==> src/rtl/ps2_kbd_pkg.sv <==
// Shared PS/2 set-2 scancode constants, direction encoding and key-mapping helpers
// for the keyboard decoder and any downstream movement logic.
package ps2_kbd_pkg;

  localparam logic [7:0] SC_E0    = 8'hE0;
  localparam logic [7:0] SC_F0    = 8'hF0;
  localparam logic [7:0] SC_W     = 8'h1D;
  localparam logic [7:0] SC_A     = 8'h1C;
  localparam logic [7:0] SC_S     = 8'h1B;
  localparam logic [7:0] SC_D     = 8'h23;
  localparam logic [7:0] SC_UP    = 8'h75;
  localparam logic [7:0] SC_LEFT  = 8'h6B;
  localparam logic [7:0] SC_DOWN  = 8'h72;
  localparam logic [7:0] SC_RIGHT = 8'h74;

  typedef enum logic [2:0] {
    DIR_STILL = 3'd0,
    DIR_UP    = 3'd1,
    DIR_LEFT  = 3'd2,
    DIR_DOWN  = 3'd3,
    DIR_RIGHT = 3'd4
  } dir_e;

  typedef enum logic [1:0] {
    ST_IDLE,
    ST_GOT_E0,
    ST_GOT_F0,
    ST_GOT_E0F0
  } state_e;

  // Physical key index: idx[1:0] selects up/left/down/right, idx[2] marks the arrow-key bank.
  typedef struct packed {
    logic       hit;
    logic [2:0] idx;
  } key_lookup_t;

  function automatic key_lookup_t lookup_key(input logic [7:0] code, input logic ext);
    key_lookup_t r;
    r.hit = 1'b1;
    r.idx = 3'd0;
    if (!ext) begin
      case (code)
        SC_W:    r.idx = 3'd0;
        SC_A:    r.idx = 3'd1;
        SC_S:    r.idx = 3'd2;
        SC_D:    r.idx = 3'd3;
        default: r.hit = 1'b0;
      endcase
    end else begin
      case (code)
        SC_UP:    r.idx = 3'd4;
        SC_LEFT:  r.idx = 3'd5;
        SC_DOWN:  r.idx = 3'd6;
        SC_RIGHT: r.idx = 3'd7;
        default:  r.hit = 1'b0;
      endcase
    end
    return r;
  endfunction

  function automatic logic [2:0] key_dir(input logic [2:0] idx);
    return {1'b0, idx[1:0]} + 3'd1;
  endfunction

  function automatic logic [3:0] fold_held(input logic [7:0] keys);
    return keys[7:4] | keys[3:0];
  endfunction

  function automatic logic [2:0] pick_dir(input logic [3:0] held);
    if (held[0])      return DIR_UP;
    else if (held[1]) return DIR_LEFT;
    else if (held[2]) return DIR_DOWN;
    else if (held[3]) return DIR_RIGHT;
    else              return DIR_STILL;
  endfunction

endpackage

==> src/rtl/ps2_prefix_timer.sv <==
// Idle-cycle watchdog for partially received prefix sequences; expired pulses
// after TIMEOUT_CYCLES consecutive run cycles with no clear.
module ps2_prefix_timer #(
  parameter int unsigned TIMEOUT_CYCLES = 2_500_000
) (
  input  logic clock,
  input  logic resetn,
  input  logic clear,
  input  logic run,
  output logic expired
);

  localparam int unsigned CNT_W = $clog2(TIMEOUT_CYCLES + 1);
  localparam logic [CNT_W-1:0] LAST = CNT_W'(TIMEOUT_CYCLES - 1);

  logic [CNT_W-1:0] count_q, count_d;

  assign expired = run && !clear && (count_q == LAST);

  always_comb begin
    count_d = count_q + CNT_W'(1);
    if (clear || !run || expired) count_d = '0;
  end

  always_ff @(posedge clock or negedge resetn) begin
    if (!resetn) count_q <= '0;
    else         count_q <= count_d;
  end

endmodule

==> src/rtl/ps2_key_decoder.sv <==
// PS/2 set-2 decoder for WASD and arrow keys: tracks eight held keys and
// produces a held-direction bitmap, current direction and make/break events.
module ps2_key_decoder
  import ps2_kbd_pkg::*;
#(
  parameter int unsigned TIMEOUT_CYCLES = 2_500_000
) (
  input  logic       clock,
  input  logic       resetn,
  input  logic [7:0] ps2_data,
  input  logic       ps2_data_en,
  output logic [3:0] key_held,
  output logic [2:0] dir,
  output logic       key_event,
  output logic [2:0] key_code,
  output logic       key_make
);

  state_e      state_q, state_d;
  logic [7:0]  keys_q, keys_d;
  logic [3:0]  held_q, held_d;
  logic [2:0]  dir_q, dir_d;
  logic        event_q, event_d;
  logic [2:0]  code_q, code_d;
  logic        make_q, make_d;

  logic        expired;
  logic        do_decode, is_ext, is_break;
  key_lookup_t lk;
  logic [2:0]  kdir;
  logic [3:0]  held_after;

  ps2_prefix_timer #(.TIMEOUT_CYCLES(TIMEOUT_CYCLES)) u_timer (
    .clock  (clock),
    .resetn (resetn),
    .clear  (ps2_data_en),
    .run    (state_q != ST_IDLE),
    .expired(expired)
  );

  always_comb begin
    state_d    = state_q;
    keys_d     = keys_q;
    dir_d      = dir_q;
    event_d    = 1'b0;
    code_d     = code_q;
    make_d     = make_q;
    do_decode  = 1'b0;
    is_ext     = 1'b0;
    is_break   = 1'b0;
    held_after = fold_held(keys_q);

    // A byte on the expiry cycle takes precedence over the timeout.
    if (ps2_data_en) begin
      case (state_q)
        ST_IDLE: begin
          if (ps2_data == SC_E0)      state_d = ST_GOT_E0;
          else if (ps2_data == SC_F0) state_d = ST_GOT_F0;
          else                        do_decode = 1'b1;
        end
        ST_GOT_E0: begin
          if (ps2_data == SC_F0)      state_d = ST_GOT_E0F0;
          else if (ps2_data != SC_E0) begin
            do_decode = 1'b1;
            is_ext    = 1'b1;
            state_d   = ST_IDLE;
          end
        end
        ST_GOT_F0: begin
          if (ps2_data == SC_E0)      state_d = ST_GOT_E0;
          else if (ps2_data != SC_F0) begin
            do_decode = 1'b1;
            is_break  = 1'b1;
            state_d   = ST_IDLE;
          end
        end
        default: begin
          if (ps2_data == SC_E0)      state_d = ST_GOT_E0;
          else if (ps2_data != SC_F0) begin
            do_decode = 1'b1;
            is_ext    = 1'b1;
            is_break  = 1'b1;
            state_d   = ST_IDLE;
          end
        end
      endcase
    end else if (expired) begin
      state_d = ST_IDLE;
    end

    lk   = lookup_key(ps2_data, is_ext);
    kdir = key_dir(lk.idx);

    if (do_decode && lk.hit) begin
      if (!is_break && !keys_q[lk.idx]) begin
        keys_d[lk.idx] = 1'b1;
        dir_d          = kdir;
        event_d        = 1'b1;
        code_d         = kdir;
        make_d         = 1'b1;
      end else if (is_break && keys_q[lk.idx]) begin
        keys_d[lk.idx] = 1'b0;
        event_d        = 1'b1;
        code_d         = kdir;
        make_d         = 1'b0;
        held_after     = fold_held(keys_d);
        if (!held_after[lk.idx[1:0]] && (dir_q == kdir)) dir_d = pick_dir(held_after);
      end
    end

    held_d = fold_held(keys_d);
  end

  always_ff @(posedge clock or negedge resetn) begin
    if (!resetn) begin
      state_q <= ST_IDLE;
      keys_q  <= '0;
      held_q  <= '0;
      dir_q   <= DIR_STILL;
      event_q <= 1'b0;
      code_q  <= DIR_STILL;
      make_q  <= 1'b0;
    end else begin
      state_q <= state_d;
      keys_q  <= keys_d;
      held_q  <= held_d;
      dir_q   <= dir_d;
      event_q <= event_d;
      code_q  <= code_d;
      make_q  <= make_d;
    end
  end

  assign key_held  = held_q;
  assign dir       = dir_q;
  assign key_event = event_q;
  assign key_code  = code_q;
  assign key_make  = make_q;

endmodule

==> config.mk <==
export PLATFORM = sky130hd
export DESIGN_NAME = ps2_key_decoder
export DESIGN_NICKNAME = d
export VERILOG_FILES = /design/src/rtl/ps2_kbd_pkg.sv /design/src/rtl/ps2_prefix_timer.sv /design/src/rtl/ps2_key_decoder.sv
export SDC_FILE = /design/constraint.sdc
export NUM_CORES = 1
export LEC_CHECK = 0
export ABC_CLOCK_PERIOD_IN_PS = 8200
export BUFFER_PORTS_ARGS = -buffer_cell sky130_fd_sc_hd__buf_2
export CAP_MARGIN = 10
export CORE_UTILIZATION = 35
export DETAILED_ROUTE_END_ITERATION = 10
export GPL_TIMING_DRIVEN = 0
export SYNTH_ARGS = -nofsm -noshare
export SYNTH_HDL_FRONTEND = slang
export SYNTH_SLANG_ARGS = --single-unit
==> constraint.sdc <==
create_clock -name clock -period 8.2 [get_ports clock]
set_input_delay 0.82 -clock clock [delete_from_list [all_inputs] [get_ports clock]]
set_output_delay 0.82 -clock clock [all_outputs]
set_load 0.05 [all_outputs]
==> flow_metrics.env, run 1 <==
export IMPL_run_status="complete, no violations"
export IMPL_synth_warning_count=0
export IMPL_antenna_cells=0
export IMPL_timing_critical_path_slowest_cell_delay_ps=550
export IMPL_final_setup_skew_ps=3.462
export IMPL_whs_endpoint="key_code[2]"
export IMPL_grt_antenna_before_repair=0
export IMPL_crit_reg2reg_launch="state_q[0]"
export IMPL_finish_utilization_pct=41.24
export IMPL_power_density_cell_area_nw_per_um2=161.1
export IMPL_cts_sinks=44
export IMPL_grt_use_met2_pct=27.42
export IMPL_total_vias_in_the_final_route=2008
export IMPL_min_delay_path_depth=2
export IMPL_critical_path_cell_count=11
export IMPL_routed_wirelength_mm=5.176
export IMPL_max_slew_violation_total_from_the_final_report=0
export IMPL_hold_violations=0
export IMPL_clkSlewWorstSetupHoldPaths_ps=80
export IMPL_use_met3_pct=3.429
export IMPL_synthesis_nets=284
export IMPL_hold_ws_ps=477.5
export IMPL_crit_slowest_cell="sky130_fd_sc_hd__nor4b_1"
export IMPL_grt_max_degree=45
export IMPL_timing_critical_path_cells="buf_2 > nor4b_1 > nand2_1 > a31oi_4 > mux2i_1 > a2111oi_2 > ha_1 > nand2b_1 > nor4_2 > a31o_2 > mux2_4"
export IMPL_power_net_switching_uw=121.9
export IMPL_boundaryPins=23
export IMPL_tightest_slew_ps=956.6
export IMPL_ys_seq_elements=44
export IMPL_crit_fanout=9
export IMPL_max_slew_margin_pct=36.23
export IMPL_die_area_um2=7500
export IMPL_postSynthCellCount=269
export IMPL_clock_power_share_pct=36.0
export IMPL_fin_tns_setup_ps=0
export IMPL_crit_path_buffers_inverters=1
export IMPL_die_x_um=86.60
export IMPL_floorplan_rows=30
export IMPL_cp_data_arrival_time_ps=4140
export IMPL_timing_critical_path_to_type="flop"
export IMPL_combinationalPowerShare_pct=14.0
export IMPL_holdCritStartpoint="key_code[2]"
export IMPL_finalCritPeriodShare_pct=48.24
export IMPL_netlist_top_cell_by_area="sky130_fd_sc_hd__dfrtp_1"
export IMPL_cts_htree_levels=2
export IMPL_clk_latency_ps=300
export IMPL_gr_max_usage_layer="met2"
export IMPL_synth_enable_flop_cells=0
export IMPL_ys_seq_area_share_pct=43.96
export IMPL_detailedRoute_firstPassIterationCount=5
export IMPL_grt_met1_usage_pct=19.68
export IMPL_groute_usage_overall_pct=15.80
export IMPL_total_of_endpoints_with_negative_setup_slack_in_the_final_report=0
export IMPL_seq_power_share_pct=50.0
export IMPL_tritoncts="yes"
export IMPL_layout_cell_area_non_filler_um2=2833
export IMPL_power_static_leakage_uw=0.001256
export IMPL_first_global_vias=2021
export IMPL_postSynth_topFlopCell="sky130_fd_sc_hd__dfrtp_1"
export IMPL_power_share_switching_pct=26.71
export IMPL_netlist_top_cells_area="sky130_fd_sc_hd__dfrtp_1 (44%), sky130_fd_sc_hd__nand2_1 (4.8%), sky130_fd_sc_hd__o21ai_0 (4.4%)"
export IMPL_num_nets_final=311
export IMPL_port_buffers=20
export IMPL_cpLargestDelayFamily="simple AND/OR/NAND/NOR gates"
export IMPL_final_antenna_net_count=0
export IMPL_count_of_routing_violations_after_the_opening_detailed_route_iteration=96
export IMPL_wire_length_of_the_first_global_routing_pass_mm=9.266
export IMPL_post_route_min_period_ps=3955
export IMPL_postCtsSetupBuffers=0
export IMPL_drc=0
export IMPL_fmaxAchievable_mhz=252.8
export IMPL_count_of_distinct_cell_types_in_the_synthesized_netlist=56
export IMPL_ctsResizeCount=0
export IMPL_placeableCoreArea_um2=6869
export IMPL_avgSynthCellArea_um2=9.312
export IMPL_placedInstanceArea_um2=2725
export IMPL_worstSetupPathType="in2reg"
export IMPL_grt_remaining_overflow=0
export IMPL_cts_hold_fix_buffers=0
export IMPL_setup_slack_on_the_worst_flop_to_flop_path_ps=4840
export IMPL_unrepaired_setup_endpoints_after_global_routing="no"
export IMPL_initial_standard_cell_utilization_of_the_core_pct=36.47
export IMPL_critical_path_start_type="input pin"
export IMPL_crit_reg2reg_capture="dir[2]"
export IMPL_cts_inserted_buffers=5
export IMPL_post_route_cells_drive_above_1_share_pct=14.81
export IMPL_reg2regPathDepth=11
export IMPL_dieHeight_um=86.60
export IMPL_drt_vias_per_instance=5.109
export IMPL_cap_viol_max_count=0
export IMPL_synth_commonest_cells="sky130_fd_sc_hd__dfrtp_1 (44), sky130_fd_sc_hd__nand2_1 (32), sky130_fd_sc_hd__nor2_1 (28)"
export IMPL_synthMostInstantiatedCell="sky130_fd_sc_hd__dfrtp_1"
export IMPL_hold_path_class="reg2reg"
export IMPL_dp_hpwl_mm=3.838
export IMPL_asyncSetResetFlopFracSynth_pct=100.0
export IMPL_required_ps=8390
export IMPL_ctsLongestPathBuffers=2
export IMPL_ctsRootBufferMaster="sky130_fd_sc_hd__clkbuf_8"
export IMPL_area_delta_synth_final_pct=13.09
export IMPL_dpl_worst_slack_ps=3974
export IMPL_cell_area_after_technology_mapping_um2=2505
export IMPL_worst_slack_ps=4245
export IMPL_routability_congestion_estimate=0.7922
export IMPL_power_ir_vdd_worst_mv=0.08362
export IMPL_synth_top_area_share_pct=43.96
export IMPL_cell_internal_pwr_uw=334.6
export IMPL_routedWlPerCell_um=13.17
registers in the layout, summed over array words and instances, names as in the netlist:
register and count:
dir 3, key_code 3, key_event 1, key_held 4, key_make 1, keys_q 8
state_q 2, u_timer.count_q 22
routing by layer:
metal / routed length (um) / up-vias / part of all wire, %
li1: - / 1014 / -
met1: 2501 / 963 / 48
met2: 2484 / 25 / 48
met3: 147 / 6 / 2.8
met4: 42 / 0 / 0.81
met5: 0 / - / 0
power groups by stage:
| stage | Sequential [uW] | Clock, uW | Combinational (uW) |
|---|---|---|---|
| detailed placement | 233 | 0 | 64.6 |
| CTS | 228 | 171 | 64.8 |
| global route | 230 | 179 | 71.1 |
| finish | 228 | 164 | 64.0 |
| global placement | 233 | 0 | 63.8 |
| floorplan | 252 | 0 | 25.4 |
kinds of logic after synthesis:
group,Yosys count,share of synthesized area (%)
AOI/OAI and AO/OA,54,15.04
xor gates and xnor gates,20,6.993
adders and majority gates,4,1.998
buffers and inverters,15,2.348
DFF,44,43.96
muxes,4,1.998
and+or+nand+nor,128,27.67
stage by stage:
stage               power, uW  instances
finish                  456.5        393
global route            479.9        393
CTS                     464.6        393
detailed placement      297.2        385
global placement        296.9        385
floorplan               277.7        269
placed cells by master (no fill, tap or decap), types with 3 or more instances in the layout:
master / count
sky130_fd_sc_hd__a21oi_1: 5
sky130_fd_sc_hd__dfrtp_1: 44
sky130_fd_sc_hd__nand2_1: 32
sky130_fd_sc_hd__ha_1: 4
sky130_fd_sc_hd__nand3_1: 11
sky130_fd_sc_hd__inv_1: 10
sky130_fd_sc_hd__nand2b_1: 6
sky130_fd_sc_hd__clkbuf_8: 5
sky130_fd_sc_hd__xor2_1: 12
sky130_fd_sc_hd__nor2_1: 28
sky130_fd_sc_hd__o21ai_0: 22
sky130_fd_sc_hd__nor4b_1: 3
sky130_fd_sc_hd__and3_1: 10
sky130_fd_sc_hd__and3b_1: 3
sky130_fd_sc_hd__nand4_1: 6
sky130_fd_sc_hd__or3_1: 3
sky130_fd_sc_hd__or2_2: 4
sky130_fd_sc_hd__clkbuf_1: 4
sky130_fd_sc_hd__nand3b_1: 3
sky130_fd_sc_hd__a22o_1: 4
sky130_fd_sc_hd__nor3_1: 4
sky130_fd_sc_hd__xnor2_1: 8
sky130_fd_sc_hd__buf_2: 22
final cells by class:
cell class,count,area (um^2)
inverter,10,37.54
sequential,44,1101
clock buffer,6,72.57
timing repair buffer,20,100.1
clock inverter,2,35.03
fill,700,4036
multi-input combinational,210,1345
tap,96,120.1
buffer,5,21.27
tightest hold or removal path, cell delays in order (launching register included):
cell	delay [ps]
sky130_fd_sc_hd__dfrtp_1	350
sky130_fd_sc_hd__nand2_1	50
sky130_fd_sc_hd__nand2_1	50
worst max-delay path by stage:
stage                startpoint  endpoint  slack (ps)
finish              ps2_data[1]    dir[2]        4240
global route        ps2_data[1]    dir[2]        3970
CTS                 ps2_data[1]    dir[2]        4280
detailed placement  ps2_data[1]    dir[2]        3970
global placement    ps2_data[1]    dir[1]        3940
floorplan           ps2_data[2]    dir[1]        4330
(Power assumes the default switching activity.)
==> run 2: changes to the inputs <==
--- a/config.mk
+++ b/config.mk
@@ -5,7 +5,8 @@
 export SDC_FILE = /design/constraint.sdc
 export NUM_CORES = 1
 export LEC_CHECK = 0
-export ABC_CLOCK_PERIOD_IN_PS = 8200
+export ABC_AREA = 1
+export ABC_CLOCK_PERIOD_IN_PS = 3400
 export BUFFER_PORTS_ARGS = -buffer_cell sky130_fd_sc_hd__buf_2
 export CAP_MARGIN = 10
 export CORE_UTILIZATION = 35
==> constraint.sdc (replaced) <==
create_clock -name clock -period 3.4 [get_ports clock]
set_input_delay 0.34 -clock clock [delete_from_list [all_inputs] [get_ports clock]]
set_output_delay 0.34 -clock clock [all_outputs]
set_load 0.05 [all_outputs]
==> run 2 against run 1 <==
Final cell count rose by 32%. Non-clock buffer count is the same. Synthesized cell count increased by 43%. Via count rose by 21%. Sequential power grew 150%. Critical path depth increased by 8. Critical endpoint unchanged. Clock skew is 1.4 ps higher. Highest routed layer unchanged.
==> flow_metrics.env, run 2 <==
export IMPL_layout_filler_cells=814
export IMPL_run_status="complete, no violations"
export IMPL_dp_hpwl_mm=4.393
export IMPL_power_static_leakage_uw=0.001582
export IMPL_synthesis_nets=401
export IMPL_ctsRootBufferMaster="sky130_fd_sc_hd__clkbuf_8"
export IMPL_synth_top_area_share_pct=38.87
export IMPL_final_setup_skew_ps=4.902
export IMPL_cell_area_after_technology_mapping_um2=2833
export IMPL_total_vias_in_the_final_route=2428
export IMPL_synth_enable_flop_cells=0
export IMPL_power_share_switching_pct=29.23
export IMPL_ctsResizeCount=0
export IMPL_boundaryPins=23
export IMPL_clk_latency_ps=300
export IMPL_ys_seq_area_share_pct=38.87
export IMPL_synth_area_mux_share_pct=0
export IMPL_floorplan_rows=32
export IMPL_final_common_cell="sky130_fd_sc_hd__nand2_1"
export IMPL_cp_data_arrival_time_ps=3200
export IMPL_max_slew_violation_total_from_the_final_report=0
export IMPL_die_x_um=91.97
export IMPL_power_density_cell_area_nw_per_um2=360.8
export IMPL_detailedRoute_firstPassIterationCount=4
export IMPL_routedWlPerCell_um=11.13
export IMPL_largest_register="u_timer.count_q"
export IMPL_placeableCoreArea_um2=7767
export IMPL_tritoncts="yes"
export IMPL_critical_path_start_type="flop"
export IMPL_power_net_switching_uw=335.1
export IMPL_synthMostInstantiatedCell="sky130_fd_sc_hd__nand2_1"
export IMPL_netlist_top_cells_area="sky130_fd_sc_hd__dfrtp_1 (39%), sky130_fd_sc_hd__nand2_1 (12%), sky130_fd_sc_hd__inv_1 (6.9%)"
export IMPL_synth_fa_ha_area_share_pct=1.767
export IMPL_grt_max_degree=45
export IMPL_power_ir_vdd_worst_mv=0.1350
export IMPL_finalCritPeriodShare_pct=86.86
export IMPL_cap_viol_max_count=0
export IMPL_drc=0
export IMPL_grt_antenna_before_repair=0
export IMPL_seq_power_share_pct=48.8
export IMPL_postSynth_topFlopCell="sky130_fd_sc_hd__dfrtp_1"
export IMPL_grt_remaining_overflow=0
export IMPL_fraction_of_the_mapped_netlist_area_in_simple_logic_gates_pct=42.18
export IMPL_crit_path_buffers_inverters=4
export IMPL_synth_compound_gate_area_share_pct=7.111
export IMPL_critPathMostFrequentCell="sky130_fd_sc_hd__nand2_1"
export IMPL_first_global_vias=2346
export IMPL_avgSynthCellArea_um2=7.339
export IMPL_fin_tns_setup_ps=0
export IMPL_cts_sinks=44
export IMPL_wire_length_of_the_first_global_routing_pass_mm=10.35
export IMPL_routability_congestion_estimate=0.8431
export IMPL_clock_power_share_pct=34.6
export IMPL_combinational_family_with_the_most_area_after_synthesis="simple AND/OR/NAND/NOR gates"
export IMPL_num_nets_final=430
export IMPL_setup_slack_on_the_worst_flop_to_flop_path_ps=450
export IMPL_max_slew_margin_pct=33.87
export IMPL_port_buffers=22
export IMPL_area_delta_synth_final_pct=12.19
export IMPL_postSynthCellCount=386
export IMPL_crit_fanout=10
export IMPL_post_route_cells_drive_above_1_share_pct=18.75
export IMPL_dieHeight_um=91.97
export IMPL_hold_path_class="in2async"
export IMPL_ys_seq_elements=44
export IMPL_hold_ws_ps=198.7
export IMPL_netlist_top_cell_by_area="sky130_fd_sc_hd__dfrtp_1"
export IMPL_final_antenna_net_count=0
export IMPL_cpLargestDelayFamily="simple AND/OR/NAND/NOR gates"
export IMPL_count_of_routing_violations_after_the_opening_detailed_route_iteration=128
export IMPL_clkSlewWorstSetupHoldPaths_ps=80
export IMPL_cts_hold_fix_buffers=0
export IMPL_synth_xor_area_share_pct=1.546
export IMPL_count_of_distinct_cell_types_in_the_synthesized_netlist=37
export IMPL_ctsLongestPathBuffers=2
export IMPL_largest_reg_flops=22
export IMPL_synth_warning_count=0
export IMPL_area_of_combinational_cells_with_multiple_inputs_um2=1490
export IMPL_total_of_endpoints_with_negative_setup_slack_in_the_final_report=0
export IMPL_routed_wirelength_mm=5.763
export IMPL_synth_commonest_cells="sky130_fd_sc_hd__nand2_1 (88), sky130_fd_sc_hd__inv_1 (52), sky130_fd_sc_hd__nor2_1 (49)"
export IMPL_crit_slowest_cell="sky130_fd_sc_hd__dfrtp_1"
export IMPL_post_route_min_period_ps=2953
export IMPL_tightest_slew_ps=992.0
export IMPL_die_area_um2=8458
export IMPL_groute_usage_overall_pct=15.18
export IMPL_timing_critical_path_to_type="flop"
export IMPL_area_sequential_um2=1101
export IMPL_initial_standard_cell_utilization_of_the_core_pct=36.47
export IMPL_cell_internal_pwr_uw=811.6
export IMPL_most_common_layout_cells="sky130_fd_sc_hd__nand2_1 (88), sky130_fd_sc_hd__inv_1 (52), sky130_fd_sc_hd__nor2_1 (49)"
export IMPL_fmaxAchievable_mhz=338.6
export IMPL_timing_critical_path_cells="nand2_1 > nand3b_4 > nand2_4 > nand2_4 > buf_12 > nor2_1 > inv_1 > o22ai_1 > nor2_1 > nand3_1 > inv_1 > ha_1 > inv_1 > nand4_1 > nor3_2 > nand3_2 > nand2_1 > nand2_1 > nand2_1"
export IMPL_asyncSetResetFlopFracSynth_pct=100.0
export IMPL_combinationalPowerShare_pct=16.6
export IMPL_required_ps=3640
export IMPL_cts_inserted_buffers=5
export IMPL_timing_critical_path_slowest_cell_delay_ps=440
export IMPL_postCtsSetupBuffers=0
export IMPL_cts_htree_levels=2
export IMPL_hold_violations=0
export IMPL_worstSetupPathType="reg2reg"
export IMPL_antenna_cells=0
export IMPL_unrepaired_setup_endpoints_after_global_routing="no"
export IMPL_drt_vias_per_instance=4.687
[run 2: cell types whose count changed after synthesis, moves of 11 or more]
cell,delta
sky130_fd_sc_hd__nor3_1,+11
sky130_fd_sc_hd__inv_1,+42
sky130_fd_sc_hd__nand3_1,+11
sky130_fd_sc_hd__nand2_1,+56
sky130_fd_sc_hd__nand2_2,+16
sky130_fd_sc_hd__nor2_1,+21
[run 2: per-stage QoR]
step                setup WS (ps)  power (uW)  instance area, um^2  instances  util [%]
floorplan                   805.3       704.2                 2833        386         -
global placement            294.4       759.3                 3070        510     39.53
detailed placement          250.6       762.4                 3070        510     39.53
CTS                         392.8        1163                 3178        518     40.91
global route                73.48        1204                 3178        518     40.91
finish                      446.7        1147                 3178        518     40.91
[run 2: worst paths after layout]
check | from | to | cells past startpoint
max in group asynchronous | resetn | u_timer.count_q[11] | 1
min | resetn | keys_q[7] | 1
max reg2reg | state_q[0] | dir[2] | 19
max | state_q[0] | dir[2] | 19
min reg2reg | u_timer.count_q[0] | u_timer.count_q[0] | 1
min in group clock | ps2_data_en | state_q[1] | 3
[run 2: power by group through the flow]
stage	Combinational [uW]	Sequential, uW	Clock (uW)
2_1_floorplan	70.3	634	0
3_3_place_gp	189	570	0
3_5_place_dp	192	570	0
4_1_cts	193	560	410
5_1_grt	210	563	431
6_report	191	559	397
[run 2: per-layer routing]
layer / up-vias / global-route usage, % / share of wire [%]
li1: 1290 / - / -
met1: 1093 / 20.31 / 50
met2: 35 / 24.69 / 45
met3: 10 / 2.322 / 3.1
met4: 0 / 5.729 / 1.8
met5: - / 0 / 0
[run 2: cells by family (layout without fill, tap and decap cells)]
group	count (synthesis)	after routing
fa+ha+maj	4	4
buf+inv	60	90
flops	44	44
compound gates	37	37
simple gates	236	236
xor+xnor	5	5
[run 2: layout make-up]
cell class / instances / area share (%)
Tap cell: 102 / 4.016
Clock buffer: 6 / 2.283
Timing Repair Buffer: 22 / 3.465
Inverter: 57 / 6.732
Sequential cell: 44 / 34.65
Multi-Input combinational cell: 282 / 46.89
Clock inverter: 2 / 1.102
Buffer: 3 / 0.8661
==> run 3: changes to the inputs <==
--- a/config.mk
+++ b/config.mk
@@ -6,12 +6,13 @@
 export NUM_CORES = 1
 export LEC_CHECK = 0
 export ABC_AREA = 1
-export ABC_CLOCK_PERIOD_IN_PS = 3400
+export ABC_CLOCK_PERIOD_IN_PS = 3800
 export BUFFER_PORTS_ARGS = -buffer_cell sky130_fd_sc_hd__buf_2
 export CAP_MARGIN = 10
-export CORE_UTILIZATION = 35
+export CORE_UTILIZATION = 60
 export DETAILED_ROUTE_END_ITERATION = 10
 export GPL_TIMING_DRIVEN = 0
+export PLACE_DENSITY = 0.8
 export SYNTH_ARGS = -nofsm -noshare
 export SYNTH_HDL_FRONTEND = slang
 export SYNTH_SLANG_ARGS = --single-unit
==> constraint.sdc (replaced) <==
create_clock -name clock -period 3.8 [get_ports clock]
set_input_delay 0.38 -clock clock [delete_from_list [all_inputs] [get_ports clock]]
set_output_delay 0.38 -clock clock [all_outputs]
set_load 0.05 [all_outputs]
==> run 3 against run 2 <==
First-iteration DRC count is 33% lower. Hold slack better by 19 ps. Clock power down 30%. Sequential power shrank 10%. Critical endpoint unchanged. Highest routed layer unchanged.
==> flow_metrics.env, run 3 (synthesis results as in run 2) <==
export IMPL_run_status="complete, no violations"
export IMPL_fmaxAchievable_mhz=348.0
export IMPL_routability_congestion_estimate=0.8759
export IMPL_cell_internal_pwr_uw=655.4
export IMPL_worst_slack_ps=926.6
export IMPL_placeableCoreArea_um2=4444
export IMPL_finish_utilization_pct=69.51
export IMPL_ctsRootBufferMaster="sky130_fd_sc_hd__clkbuf_8"
export IMPL_hold_path_class="in2async"
export IMPL_most_common_layout_cells="sky130_fd_sc_hd__nand2_1 (88), sky130_fd_sc_hd__inv_1 (52), sky130_fd_sc_hd__nor2_1 (49)"
export IMPL_cap_viol_max_count=0
export IMPL_boundaryPins=23
export IMPL_finalCritPeriodShare_pct=75.62
export IMPL_area_delta_synth_final_pct=9.055
export IMPL_total_vias_in_the_final_route=2457
export IMPL_final_antenna_net_count=0
export IMPL_routedWlPerCell_um=11.30
export IMPL_worstSetupEndpoint="dir[2]"
export IMPL_final_setup_skew_ps=9.614
export IMPL_port_buffers=22
export IMPL_grt_max_degree=45
export IMPL_ctsLongestPathBuffers=2
export IMPL_critical_path_start_type="flop"
export IMPL_floorplan_rows=24
export IMPL_num_nets_final=430
export IMPL_power_density_cell_area_nw_per_um2=306.9
export IMPL_grt_remaining_overflow=0
export IMPL_detailedRoute_firstPassIterationCount=4
export IMPL_initial_standard_cell_utilization_of_the_core_pct=63.74
export IMPL_postCtsSetupBuffers=0
export IMPL_power_static_leakage_uw=0.001566
export IMPL_drc=0
export IMPL_crit_reg2reg_capture="dir[2]"
export IMPL_grt_antenna_before_repair=0
export IMPL_worstSetupPathType="reg2reg"
export IMPL_antenna_cells=0
export IMPL_layout_filler_cells=376
export IMPL_count_of_routing_violations_after_the_opening_detailed_route_iteration=86
export IMPL_crit_slowest_cell="sky130_fd_sc_hd__dfrtp_1"
export IMPL_power_ir_vdd_worst_mv=0.2480
export IMPL_total_power_uw=948.1
export IMPL_tightest_slew_ps=941.9
export IMPL_cp_data_arrival_time_ps=3120
export IMPL_wire_length_of_the_first_global_routing_pass_mm=9.777
export IMPL_largest_reg_flops=22
export IMPL_hold_violations=0
export IMPL_dpl_worst_slack_ps=691.8
export IMPL_timing_critical_path_cells="nand2_1 > nand3b_4 > nand2_4 > nand2_4 > buf_12 > nor2_1 > nand2_1 > o21ai_0 > inv_1 > nand3_1 > inv_1 > ha_1 > inv_1 > nand4_1 > nor3_2 > nand3_2 > nand2_1 > nand2_1 > nand2_1"
export IMPL_clock_power_share_pct=29.3
export IMPL_unrepaired_setup_endpoints_after_global_routing="no"
export IMPL_drt_vias_per_instance=5.261
export IMPL_seq_power_share_pct=52.8
export IMPL_max_slew_violation_total_from_the_final_report=0
export IMPL_reg2regPathDepth=19
export IMPL_hold_ws_ps=217.2
export IMPL_startpoint_of_the_most_critical_setup_path="state_q[0]"
export IMPL_tritoncts="yes"
export IMPL_max_slew_margin_pct=37.21
export IMPL_timing_critical_path_slowest_cell_delay_ps=440
export IMPL_ctsResizeCount=0
export IMPL_critPathMostFrequentCell="sky130_fd_sc_hd__nand2_1"
export IMPL_final_common_cell="sky130_fd_sc_hd__nand2_1"
export IMPL_cts_sinks=44
export IMPL_setup_slack_on_the_worst_flop_to_flop_path_ps=930
export IMPL_total_of_endpoints_with_negative_setup_slack_in_the_final_report=0
export IMPL_post_route_cells_drive_above_1_share_pct=18.80
export IMPL_power_net_switching_uw=292.7
export IMPL_largest_register="u_timer.count_q"
export IMPL_groute_usage_overall_pct=24.49
export IMPL_fin_tns_setup_ps=0
export IMPL_dp_hpwl_mm=4.100
export IMPL_first_global_vias=2420
export IMPL_required_ps=4040
export IMPL_post_route_min_period_ps=2873
export IMPL_routed_wirelength_mm=5.279
export IMPL_timing_critical_path_to_type="flop"
export IMPL_clk_latency_ps=310
export IMPL_cts_htree_levels=2
export IMPL_clkSlewWorstSetupHoldPaths_ps=80
export IMPL_dieHeight_um=70.71
export IMPL_power_share_switching_pct=30.87
export IMPL_die_area_um2=5000
export IMPL_crit_fanout=10
export IMPL_combinationalPowerShare_pct=17.8
export IMPL_crit_reg2reg_launch="state_q[0]"
export IMPL_cts_hold_fix_buffers=0
export IMPL_cts_inserted_buffers=5
export IMPL_die_x_um=70.71
## run 3: layout make-up
class | count | area (um^2) | share of cell area (%)
multi-input cells | 282 | 1490 | 48.24
flip-flops and latches | 44 | 1101 | 35.64
inverters | 57 | 214.0 | 6.926
repair buffers | 22 | 110.1 | 3.564
clock buffers | 5 | 68.82 | 2.228
well taps | 52 | 65.06 | 2.106
plain buffers | 3 | 27.53 | 0.8910
clock inverters | 2 | 12.51 | 0.4050
## run 3: worst min path at each step
| stage | startpoint | end |
|---|---|---|
| 5_1_grt | resetn | u_timer.count_q[6] |
| 3_3_place_gp | u_timer.count_q[0] | u_timer.count_q[0] |
| 3_5_place_dp | u_timer.count_q[0] | u_timer.count_q[0] |
| 4_1_cts | resetn | u_timer.count_q[6] |
| 6_report | resetn | u_timer.count_q[1] |
| 2_1_floorplan | resetn | dir[0] |
## run 3: power groups by stage
stage | clock, uW | combinational (uW) | sequential [uW]
6_report | 278 | 169 | 501
5_1_grt | 305 | 187 | 504
4_1_cts | 289 | 170 | 501
3_5_place_dp | 0 | 169 | 511
3_3_place_gp | 0 | 166 | 510
2_1_floorplan | 0 | 62.9 | 567
## run 3: metrics by stage
| stage | area (um^2) | instances |
|---|---|---|
| 6_report | 3089 | 467 |
| 5_1_grt | 3089 | 467 |
| 4_1_cts | 3089 | 467 |
| 3_5_place_dp | 3008 | 460 |
| 3_3_place_gp | 3008 | 460 |
| 2_1_floorplan | 2833 | 386 |
## run 3: critical path: cells and delay by family, from the launching register on
kind,cells,cell delay [ps]
simple gates,13,1680
buf+inv,4,330
fa+ha+maj,1,260
flops,1,440
compound gates,1,80
## run 3: per-layer routing
metal	track usage (%)	part of all wire, %	wire length, um
met5	0	0	0
met2	44.44	49	2611
met1	29.04	46	2427
met4	7.556	1.3	68
met3	5.271	3.2	171
